--- config.mk ---
export PLATFORM = sky130hd
export DESIGN_NAME = alu_result_buffer_flat
export DESIGN_NICKNAME = d
export VERILOG_FILES = /design/src/rtl/alu_result_buffer_if.sv /design/src/rtl/alu_result_buffer.sv /design/src/flat_wrapper.sv
export SDC_FILE = /design/constraint.sdc
export NUM_CORES = 1
export LEC_CHECK = 0
export CAP_MARGIN = 10
export CORE_MARGIN = 2
export CORE_UTILIZATION = 25
export CTS_CLUSTER_DIAMETER = 120
export DETAILED_ROUTE_END_ITERATION = 8
export DONT_BUFFER_PORTS = 1
export GPL_TIMING_DRIVEN = 0
export PLACE_DENSITY_LB_ADDON = 0.25
export SYNTH_ARGS = -nofsm -noshare
export SYNTH_HDL_FRONTEND = slang
export SYNTH_SLANG_ARGS = --single-unit
--- constraint.sdc ---
create_clock -name clk -period 5 [get_ports clk]
set_input_delay 1 -clock clk [delete_from_list [all_inputs] [get_ports clk]]
set_output_delay 1 -clock clk [all_outputs]
set_load 0.005 [all_outputs]
--- src/rtl/alu_result_buffer_if.sv ---
// Handshake bundle between the ALU stage, the result buffer, writeback and decode forwarding.
// The master side is the ALU/writeback/decode environment; the slave side is the buffer.
interface alu_result_buffer_if #(
    parameter int DATA_WIDTH = 32,
    parameter int ADDR_WIDTH = 5,
    parameter int CNT_WIDTH  = 16
);
    logic                  flush_i;
    logic                  valid_i;
    logic                  ready_o;
    logic [DATA_WIDTH-1:0] result_i;
    logic [ADDR_WIDTH-1:0] waddr_i;
    logic                  wb_valid_o;
    logic                  wb_ready_i;
    logic [DATA_WIDTH-1:0] wb_data_o;
    logic [ADDR_WIDTH-1:0] wb_addr_o;
    logic [ADDR_WIDTH-1:0] fwd_addr_i;
    logic                  fwd_hit_o;
    logic [DATA_WIDTH-1:0] fwd_data_o;
    logic [CNT_WIDTH-1:0]  stall_cnt_o;

    modport master (
        output flush_i, valid_i, result_i, waddr_i, wb_ready_i, fwd_addr_i,
        input  ready_o, wb_valid_o, wb_data_o, wb_addr_o, fwd_hit_o, fwd_data_o, stall_cnt_o
    );

    modport slave (
        input  flush_i, valid_i, result_i, waddr_i, wb_ready_i, fwd_addr_i,
        output ready_o, wb_valid_o, wb_data_o, wb_addr_o, fwd_hit_o, fwd_data_o, stall_cnt_o
    );
endinterface

--- src/rtl/alu_result_buffer.sv ---
// Two-entry FIFO between the ALU and writeback, with youngest-entry operand forwarding
// and a saturating count of writeback stall cycles.
module alu_result_buffer #(
    parameter int DATA_WIDTH = 32,
    parameter int ADDR_WIDTH = 5,
    parameter int CNT_WIDTH  = 16
) (
    input logic              clk,
    input logic              rst,
    alu_result_buffer_if.slave bus
);
    typedef enum logic [1:0] {EMPTY, ONE, FULL} state_t;

    state_t                state, state_nxt;
    logic [DATA_WIDTH-1:0] ent_data [2];
    logic [ADDR_WIDTH-1:0] ent_addr [2];
    logic                  hd, hd_nxt;
    logic                  wr_en, wr_slot, tail_slot;
    logic                  push, pop;
    logic                  tail_hit, head_hit;
    logic [CNT_WIDTH-1:0]  stall_cnt;

    // ready depends only on registered state, so the ALU never sees a path from wb_ready_i
    assign bus.ready_o    = (state != FULL);
    assign bus.wb_valid_o = (state != EMPTY);
    assign push           = bus.valid_i & bus.ready_o;
    assign pop            = bus.wb_valid_o & bus.wb_ready_i;

    always_comb begin
        state_nxt = state;
        hd_nxt    = hd;
        // writes to x0 complete the handshake but are dropped
        wr_en     = push & (bus.waddr_i != '0) & ~bus.flush_i;
        wr_slot   = hd ^ (state != EMPTY);
        if (bus.flush_i) begin
            state_nxt = EMPTY;
            hd_nxt    = 1'b0;
        end else begin
            case (state)
                EMPTY: if (wr_en) state_nxt = ONE;
                ONE: begin
                    if (pop) hd_nxt = ~hd;
                    if (wr_en && !pop)      state_nxt = FULL;
                    else if (pop && !wr_en) state_nxt = EMPTY;
                end
                FULL: if (pop) begin
                    state_nxt = ONE;
                    hd_nxt    = ~hd;
                end
                default: state_nxt = EMPTY;
            endcase
        end
    end

    always_ff @(posedge clk or posedge rst) begin
        if (rst) begin
            state       <= EMPTY;
            hd          <= 1'b0;
            ent_data[0] <= '0;
            ent_data[1] <= '0;
            ent_addr[0] <= '0;
            ent_addr[1] <= '0;
        end else begin
            state <= state_nxt;
            hd    <= hd_nxt;
            if (wr_en) begin
                ent_data[wr_slot] <= bus.result_i;
                ent_addr[wr_slot] <= bus.waddr_i;
            end
        end
    end

    always_ff @(posedge clk or posedge rst) begin
        if (rst)
            stall_cnt <= '0;
        else if (bus.wb_valid_o && !bus.wb_ready_i && !(&stall_cnt))
            stall_cnt <= stall_cnt + 1'b1;
    end

    assign bus.stall_cnt_o = stall_cnt;
    assign bus.wb_data_o   = bus.wb_valid_o ? ent_data[hd] : '0;
    assign bus.wb_addr_o   = bus.wb_valid_o ? ent_addr[hd] : '0;

    // tail is the youngest entry; when only one entry is held it is also the head
    assign tail_slot = hd ^ (state == FULL);
    assign tail_hit  = (state != EMPTY) && (bus.fwd_addr_i != '0) &&
                       (ent_addr[tail_slot] == bus.fwd_addr_i);
    assign head_hit  = (state == FULL) && (bus.fwd_addr_i != '0) &&
                       (ent_addr[hd] == bus.fwd_addr_i);

    assign bus.fwd_hit_o  = tail_hit | head_hit;
    assign bus.fwd_data_o = tail_hit ? ent_data[tail_slot] :
                            head_hit ? ent_data[hd] : '0;
endmodule

--- src/flat_wrapper.sv ---
// flat-port wrapper written by rule: the top's interface ports become plain ports
module alu_result_buffer_flat 
#(
    parameter int DATA_WIDTH = 32,
    parameter int ADDR_WIDTH = 5,
    parameter int CNT_WIDTH  = 16
)
  (clk, rst, bus_flush_i, bus_valid_i, bus_result_i, bus_waddr_i, bus_wb_ready_i, bus_fwd_addr_i, bus_ready_o, bus_wb_valid_o, bus_wb_data_o, bus_wb_addr_o, bus_fwd_hit_o, bus_fwd_data_o, bus_stall_cnt_o);
  alu_result_buffer_if #(.DATA_WIDTH(DATA_WIDTH), .ADDR_WIDTH(ADDR_WIDTH), .CNT_WIDTH(CNT_WIDTH)) bus_i ();
  input logic clk;
  input logic rst;
  input wire logic [$bits(bus_i.flush_i)-1:0] bus_flush_i;
  input wire logic [$bits(bus_i.valid_i)-1:0] bus_valid_i;
  input wire logic [$bits(bus_i.result_i)-1:0] bus_result_i;
  input wire logic [$bits(bus_i.waddr_i)-1:0] bus_waddr_i;
  input wire logic [$bits(bus_i.wb_ready_i)-1:0] bus_wb_ready_i;
  input wire logic [$bits(bus_i.fwd_addr_i)-1:0] bus_fwd_addr_i;
  output wire logic [$bits(bus_i.ready_o)-1:0] bus_ready_o;
  output wire logic [$bits(bus_i.wb_valid_o)-1:0] bus_wb_valid_o;
  output wire logic [$bits(bus_i.wb_data_o)-1:0] bus_wb_data_o;
  output wire logic [$bits(bus_i.wb_addr_o)-1:0] bus_wb_addr_o;
  output wire logic [$bits(bus_i.fwd_hit_o)-1:0] bus_fwd_hit_o;
  output wire logic [$bits(bus_i.fwd_data_o)-1:0] bus_fwd_data_o;
  output wire logic [$bits(bus_i.stall_cnt_o)-1:0] bus_stall_cnt_o;
  assign bus_i.flush_i = bus_flush_i;
  assign bus_i.valid_i = bus_valid_i;
  assign bus_i.result_i = bus_result_i;
  assign bus_i.waddr_i = bus_waddr_i;
  assign bus_i.wb_ready_i = bus_wb_ready_i;
  assign bus_i.fwd_addr_i = bus_fwd_addr_i;
  assign bus_ready_o = bus_i.ready_o;
  assign bus_wb_valid_o = bus_i.wb_valid_o;
  assign bus_wb_data_o = bus_i.wb_data_o;
  assign bus_wb_addr_o = bus_i.wb_addr_o;
  assign bus_fwd_hit_o = bus_i.fwd_hit_o;
  assign bus_fwd_data_o = bus_i.fwd_data_o;
  assign bus_stall_cnt_o = bus_i.stall_cnt_o;
  alu_result_buffer #(.DATA_WIDTH(DATA_WIDTH), .ADDR_WIDTH(ADDR_WIDTH), .CNT_WIDTH(CNT_WIDTH)) u_core (.clk(clk), .rst(rst), .bus(bus_i));
endmodule
After elaboration in Yosys (flattened, before gate mapping)

Cells that the tools add are included.

$add $sub $neg: 1
$mul: 0
Divide/modulo/power cells: 0
Magnitude comparators: 4
Eq/ne operators: 8
Shift-type cells: 0
Multiplexer cells: 31
Bitwise logic cells: 12
Reduce and logical (&&, ||, !) cells: 23

Operators by type and width:

| cell                                                                   | number |
|---|---|
| 32-bit two-way mux                                                     | 10 |
| 64-bit bitwise mux                                                     | 1 |
| 5-bit two-way mux                                                      | 8 |
| 32-bit demux with 1-bit select                                         | 1 |
| 16-bit by 1-bit adder with 16-bit output (second input constant)       | 1 |
| 16-bit AND reduction                                                   | 1 |
| 10-bit bitwise mux                                                     | 1 |
| 5-bit equality test                                                    | 2 |
| 2-bit two-way mux                                                      | 5 |
| 5-bit nonzero test                                                     | 2 |
| 1-bit logical AND                                                      | 9 |
| 2-bit >= comparator (second input constant)                            | 3 |
| 3-bit by 2-bit != test with 1-bit output (second input constant)       | 2 |
| 1-bit inverter with 2-bit output                                       | 3 |
| 2-bit one-hot mux with 3 select lines                                  | 1 |
| 2-bit nonzero test                                                     | 3 |
| 5-bit demux with 1-bit select                                          | 1 |
| 1-bit AND                                                              | 4 |
| 1-bit logical NOT                                                      | 4 |
| 4-bit by 2-bit != test with 1-bit output (second input constant)       | 1 |
| 1-bit two-way mux                                                      | 3 |
| 3-bit AND reduction                                                    | 1 |
| 2-bit by 1-bit equality test with 1-bit output (second input constant) | 1 |
| 2-bit equality test (second input constant)                            | 1 |
| other kinds (8)                                                        | 10 |

Register bits: 93
Latch bits: 0
Bits in writable memories: 0
Bits in read-only memories: 0
Memories: 0

Logic depth before layout (Yosys ltp)

Gate-level depths: netlist (run 1).

Word-level depth: 10
Depth in mapped cells: 9
Depth with buffers taken out: 8

Least setup slack after synthesis (run 1)

Ideal clock, no wire load.

Path type: input to output
From: in bus_fwd_addr_i[4]
To: out bus_fwd_data_o[10]
Data arrival time: 2.552 ns
Required time: 4.000 ns
Setup slack: 1.448 ns
Cell stages on the path: 6
Path through: xor2_1 > or3_1 > a211o_1 > nor4_4 > buf_6 > mux2i_1

Longest elaborated chain between the ends: 5
Elaborated cells on any way between the ends: 9

RTL lines:

| what                           | line                                             | text |
|---|---|---|
| start, declared                | flat_wrapper.sv:17                               | `input wire logic [$bits(bus_i.fwd_addr_i)-1:0] bus_fwd_addr_i;` |
| 5-bit nonzero test             | alu_result_buffer.sv:86, alu_result_buffer.sv:88 |  |
| 1-bit logical AND (2 in a row) | alu_result_buffer.sv:88                          | `assign head_hit = (state == FULL) && (bus.fwd_addr_i != '0) &&` |
| 32-bit two-way mux             | alu_result_buffer.sv:93                          | `head_hit ? ent_data[hd] : '0;` |
| 32-bit two-way mux (*)         | alu_result_buffer.sv:92                          | `assign bus.fwd_data_o = tail_hit ? ent_data[tail_slot] :` |
| end, declared                  | flat_wrapper.sv:23                               | `output wire logic [$bits(bus_i.fwd_data_o)-1:0] bus_fwd_data_o;` |

Every way passes the cells marked *; elsewhere a longest branch is shown, timed or not.

Worst setup path after layout (run 1)

From: reg u_core.hd
To: out bus_fwd_data_o[31]

Longest elaborated chain between the ends: 8
Elaborated cells on any way between the ends: 21

RTL lines:

| what                                                                                               | line                                                                      | text |
|---|---|---|
| start, declared                                                                                    | alu_result_buffer.sv:17                                                   | `logic hd, hd_nxt;` |
| start signal, assigned                                                                             | alu_result_buffer.sv:65                                                   | `hd <= hd_nxt;` |
| 1-bit inverter with 2-bit output (not written as such) / 1-bit bitwise XOR (equally long branches) | alu_result_buffer.sv:89, alu_result_buffer.sv:93, alu_result_buffer.sv:85 |  |
| 5-bit two-way mux (not written as such) / 1-bit inverter with 2-bit output (equally long branches) | alu_result_buffer.sv:89, alu_result_buffer.sv:87, alu_result_buffer.sv:92 |  |
| 5-bit two-way mux (on tied branches) (2 in a row)                                                  | alu_result_buffer.sv:89, alu_result_buffer.sv:87                          |  |
| 5-bit equality test / 5-bit two-way mux (equally long branches)                                    | alu_result_buffer.sv:89, alu_result_buffer.sv:87                          |  |
| 1-bit logical AND / 5-bit equality test (equally long branches)                                    | alu_result_buffer.sv:88, alu_result_buffer.sv:87                          |  |
| 32-bit two-way mux / 1-bit logical AND (equally long branches)                                     | alu_result_buffer.sv:93, alu_result_buffer.sv:86                          |  |
| 32-bit two-way mux (*)                                                                             | alu_result_buffer.sv:92                                                   |  |

Every way passes the cells marked *; elsewhere a longest branch is shown, timed or not. The select of a mux whose other input is x is not followed.

==> results of run 1 <==
[worst paths after layout]
kind | to | slack [ns]
worst min-delay path | u_core.bus.stall_cnt_o[11]$_DFFE_PP0P_ | 0.52
worst max register to register | u_core.ent_data[38]$_DFFE_PP0P_ | 2.32
max in group asynchronous | u_core.ent_addr[3]$_DFFE_PP0P_ | 3.70
min in group asynchronous | u_core.ent_data[53]$_DFFE_PP0P_ | 0.63
worst max-delay path | bus_fwd_data_o[31] | 0.67
worst min register to register | u_core.bus.stall_cnt_o[11]$_DFFE_PP0P_ | 0.52
[cell usage after synthesis (all sizes together), types with 2 or more instances]
master	count	area share (%)
and2	2	0.23
and3	4	0.46
buf	15	1.7
clkbuf	13	0.90
dfrtp	93	43
ha	6	1.4
inv	6	0.41
mux2	76	16
mux2i	103	19
nand2	10	0.69
nand2b	2	0.23
nand3	7	0.64
nand3b	31	4.3
nand4	7	0.80
nor2	43	3.0
nor4	3	0.74
or4	2	0.28
xnor2	25	4.2
xor2	5	0.80
[flip-flops by register name, summed over array words and instances (netlist names)]
signal / flops
u_core.bus.stall_cnt_o: 16
u_core.ent_data: 64
u_core.state: 2
u_core.hd: 1
u_core.ent_addr: 10
[kinds of logic after synthesis]
kind of cell	count (synthesis)	share of synthesized area, %
simple gates	116	12.0
buf+inv	34	2.99
flops	93	42.8
mux	179	34.7
xor+xnor	30	4.97
fa+ha+maj	6	1.38
compound gates	9	1.22
[cell type report]
type	instances	area, um2
Buffer	28	140
Sequential cell	93	2330
Tap cell	275	344
Clock buffer	9	225
Clock inverter	7	80.1
Multi-Input combinational cell	340	2950
Inverter	6	25.0
Fill cell	2194	15100
Timing Repair Buffer	1	27.5
[metal layers]
metal	routed length (um)	part of all wire (%)	global-route usage [%]
met4	135	0.86	3.47
met3	1110	7.0	4.49
met5	0	0	0
met1	6740	43	16.6
met2	7740	49	24.0
[where the power goes]
group | switching (mW) | leakage (nW) | internal [mW]
clock network | 0.327 | 0.148 | 0.395
registers | 0.229 | 1.13 | 1.05
logic | 0.455 | 1.22 | 0.485
total | 1.01 | 2.49 | 1.93
[stage by stage]
step / hold WS, ns / utilization, % / setup WS [ns] / cell area [um2]
2_1_floorplan: 0.482 / - / 1.45 / 5440
3_3_place_gp: 0.505 / 27.3 / 0.403 / 5790
3_5_place_dp: 0.517 / 27.4 / 0.894 / 5820
4_1_cts: 0.530 / 28.8 / 0.491 / 6120
5_1_grt: 0.549 / 28.8 / 0.396 / 6120
6_report: 0.525 / 28.8 / 0.670 / 6120
[worst max-delay path: cells and delay by family (launching register included)]
kind	cells	cell delay, ns
xor gates and xnor gates	1	0.11
buffers and inverters	3	1.03
DFF	1	0.33
muxes	2	0.69
and+or+nand+nor	2	0.83
==> impl_metrics.yaml, run 1 <==
setup_path:
  cp_slowest_stage_delay_ns: 0.69
  critPathRequiredTime_ns: 4.00
  worstPathCellList: "buf_4 -> buf_2 -> mux2i_1 -> xnor2_1 -> nor3_1 -> clkbuf_1 -> nand3_1 -> mux2i_1"
  critPathLaunchType: "flip-flop"
  cpMostUsedCell: "mux2i_1"
  worstSetupEndpointType: "output pin"
  arrival_ns: 3.33
  path_max_fanout: 10
  crit_start: "u_core.hd$_DFFE_PP0P_"
  path_class: "flip-flop to output pin"
  r2r_cells: 7
  timing.rr.start: "u_core.state[0]$_DFFE_PP0P_"
  cpMaxStageDelayCell: "nor3_1"
synthesis:
  async_flop_share_pct: 100
  avgSynthCellArea_um2: 11.7
  syn_inst: 467
  ys.flop_type: "dfrtp_1"
  syn_area_mm2: 0.00544
  ys_ff_latch: 93
  ys_types: 39
  ys_warn_count: 0
  seq_area_frac_synth_pct: 42.8
  synth-edff-count: 0
  mappedNetlistNets: 520
timing:
  layout_min_cycle_time_ns: 4.33
  setup_violations: 0
  fin_skew_ns: 0.00680
  slew_violations: 0
  worst_pin_slew_ns: 1.03
  setup_tns_ns: 0
  rsz0062_at_grt: "no"
  max_freq_ghz: 0.231
  fin_crit_sh_pct: 86.6
  relSlewSlack_pct: 31.0
  hold_viol: 0
clock_tree:
  cts_tree: "done"
  root_buffer: "clkbuf_16"
  clk_pin_slew_ns: 0.07
  holdBufCountCts: 0
  ctsResizeCount: 0
  cts_sinks: 93
  ctsLongestPathBuffers: 2
  cts_buffers: 9
  postCtsSetupBuffers: 0
  insertion_delay_ns: 0.35
  cts_max_level: 3
finish:
  area_growth_syn_to_layout_pct: 12.5
  fin_cells: 759
  drive_above_1_share_pct: 22.3
  final_cell_mix: "mux2i_1 (103), dfrtp_1 (93), mux2_2 (76), nor2_1 (43), nand3b_1 (31)"
  antenna_cells: 0
  nets: 532
  layout_commonest_cell: "mux2i_1"
detailed_routing:
  drtIter0Drc: 102
  drtAntennaViolNets: 0
  routedWlPerCell_um: 20.7
  drt-total-wl_mm: 15.7
  remaining_drc_errors: 0
  first_pass_iters: 4
  vias_per_cell: 4.86
  vias: 3687
floorplanning:
  coreArea_mm2: 0.0212
  initial_core_util_pct: 25.6
  die_width_um: 152
  die_area_mm2: 0.0230
  num_rows: 53
  die_h_um: 152
  ioPinCount: 135
worst_hold_path:
  min-delay-start: "u_core.bus.stall_cnt_o[11]$_DFFE_PP0P_"
  min_path_type: "flip-flop to flip-flop"
  hold_path_depth: 1
placed_design:
  gp_congestion: 0.757
  post-place-cells: 743
  dp_hpwl_mm: 11.2
  io_buffer_count: 0
status:
  status: "finished clean"
run:
  cap_violations: 0
grt:
  grtUsageTotal_pct: 13.8
  grt_pass1_vias: 3917
  grt_overflow_total: 0
  grt_pass1_wl_mm: 23.1
  antenna_found_initial: 0
  grt_max_degree: 50
power_and_ir_drop:
  cellLeakagePower_nw: 2.49
  total_power_mw: 2.94
  power_density_mw_per_mm2: 480
  vdd_ir_drop_max_v: 0.000144
No activity file was read; power rests on OpenSTA's default activity.
==> run 2: changes to the inputs <==
- CAP_MARGIN: 10 -> default
==> results of run 2 <==
No change in the layout: final DEF, timing and power equal those of run 1.
==> run 3: changes to the inputs <==
- CORE_MARGIN: 2 -> 3
- CTS_CLUSTER_DIAMETER: 120 -> 50
==> impl_metrics.yaml, run 3 (synthesis gave the netlist of run 1 again) <==
power_and_ir_drop:
  total_power_mw: 2.97
  vdd_ir_drop_max_v: 0.000146
  power_density_mw_per_mm2: 484
  cellLeakagePower_nw: 2.50
detailed_routing:
  vias_per_cell: 4.91
  remaining_drc_errors: 0
  drt-total-wl_mm: 15.9
  drtAntennaViolNets: 0
  vias: 3728
  drtIter0Drc: 115
  routedWlPerCell_um: 21.0
  first_pass_iters: 4
status:
  status: "finished clean"
timing:
  max_freq_ghz: 0.232
  fin_skew_ns: 0.00663
  rsz0062_at_grt: "no"
  hold_viol: 0
  setup_violations: 0
  fin_crit_sh_pct: 86.1
  slew_violations: 0
  setup_tns_ns: 0
  worst_pin_slew_ns: 0.990
  holdWs_ns: 0.515
  layout_min_cycle_time_ns: 4.31
  relSlewSlack_pct: 34.0
  setup_ws_ns: 0.694
clock_tree:
  cts_max_level: 3
  postCtsSetupBuffers: 0
  cts_sinks: 93
  ctsResizeCount: 0
  root_buffer: "clkbuf_16"
  holdBufCountCts: 0
  clk_pin_slew_ns: 0.07
  insertion_delay_ns: 0.34
  ctsLongestPathBuffers: 2
  cts_tree: "done"
  cts_buffers: 9
finish:
  nets: 532
  antenna_cells: 0
  final_cell_mix: "mux2i_1 (103), dfrtp_1 (93), mux2_2 (76), nor2_1 (43), nand3b_1 (31)"
  layout_commonest_cell: "mux2i_1"
  area_growth_syn_to_layout_pct: 12.7
  largest_reg_flops: 64
  drive_above_1_share_pct: 21.7
  top_register: "u_core.ent_data"
placed_design:
  pre_cts_ws_ns: 1.00
  dp_hpwl_mm: 11.4
  io_buffer_count: 0
  gp_congestion: 0.786
floorplanning:
  coreArea_mm2: 0.0212
  ioPinCount: 135
  die_h_um: 154
  num_rows: 53
  die_area_mm2: 0.0236
  die_width_um: 154
  initial_core_util_pct: 25.6
grt:
  gr-usage-met1_pct: 15.3
  top_usage_layer: "met2"
  antenna_found_initial: 0
  grtUsageTotal_pct: 13.5
  grtUsageMet2_pct: 23.2
  grt_pass1_wl_mm: 24.4
  met3_usage_pct: 5.54
  grt_max_degree: 68
  grt_overflow_total: 0
  grt_pass1_vias: 4126
setup_path:
  cpMostUsedCell: "mux2i_1"
  crit_buf_inv: 3
  critical-path-top-delay-family: "buffers and inverters"
  arrival_ns: 3.31
  path_depth: 8
  r2r_cells: 9
  cpMaxStageDelayCell: "nor3_1"
  worstPathCellList: "buf_4 -> buf_2 -> mux2i_1 -> xnor2_1 -> nor3_1 -> clkbuf_1 -> nand3_1 -> mux2i_1"
  cp_slowest_stage_delay_ns: 0.74
  path_max_fanout: 10
  path_class: "flip-flop to output pin"
  critPathLaunchType: "flip-flop"
  critPathRequiredTime_ns: 4.00
  worstSetupEndpointType: "output pin"
run:
  cap_violations: 0
worst_hold_path:
  min_path_type: "input port to asynchronous set/reset pin"
## run 3: where the power goes
group          internal, mW  switching, mW  total (mW)
clock                 0.454          0.295       0.749
sequential             1.05          0.232        1.28
combinational         0.485          0.455       0.940
total                  1.99          0.982        2.97
## run 3: area by class of cell
type | count | area, um2
plain buffers | 28 | 140
clock buffers | 13 | 250
clock inverters | 3 | 68.8
fillers | 2220 | 15100
inverters | 6 | 25.0
multi-input cells | 340 | 2950
flip-flops and latches | 93 | 2330
well taps | 275 | 344
repair buffers | 1 | 27.5
## run 3: path summary, 6_finish.rpt
kind                                                       startpoint                               endpoint  slack, ns
min in group clk                u_core.bus.stall_cnt_o[4]$_DFFE_PP0P_  u_core.bus.stall_cnt_o[4]$_DFFE_PP0P_       0.53
worst max-delay path                            u_core.hd$_DFFE_PP0P_                     bus_fwd_data_o[31]       0.69
max in group asynchronous                                         rst         u_core.ent_data[1]$_DFFE_PP0P_       3.80
worst min register to register  u_core.bus.stall_cnt_o[4]$_DFFE_PP0P_  u_core.bus.stall_cnt_o[4]$_DFFE_PP0P_       0.53
worst max register to register            u_core.state[0]$_DFFE_PP0P_            u_core.state[1]$_DFFE_PP0P_       2.32
worst min-delay path                                              rst        u_core.ent_data[17]$_DFFE_PP0P_       0.52
## run 3: metal layers
metal	vias to the layer above	share of wire, %
met5	-	0
met4	0	1.8
met3	15	8.0
met2	97	50
met1	1923	40
li1	1693	-
## run 3: per-stage QoR
stage | utilization, % | cells | area [um2]
2_1_floorplan | - | 467 | 5440
4_1_cts | 28.9 | 759 | 6130
3_5_place_dp | 27.4 | 743 | 5820
5_1_grt | 28.9 | 759 | 6130
3_3_place_gp | 27.3 | 742 | 5790
6_report | 28.9 | 759 | 6130
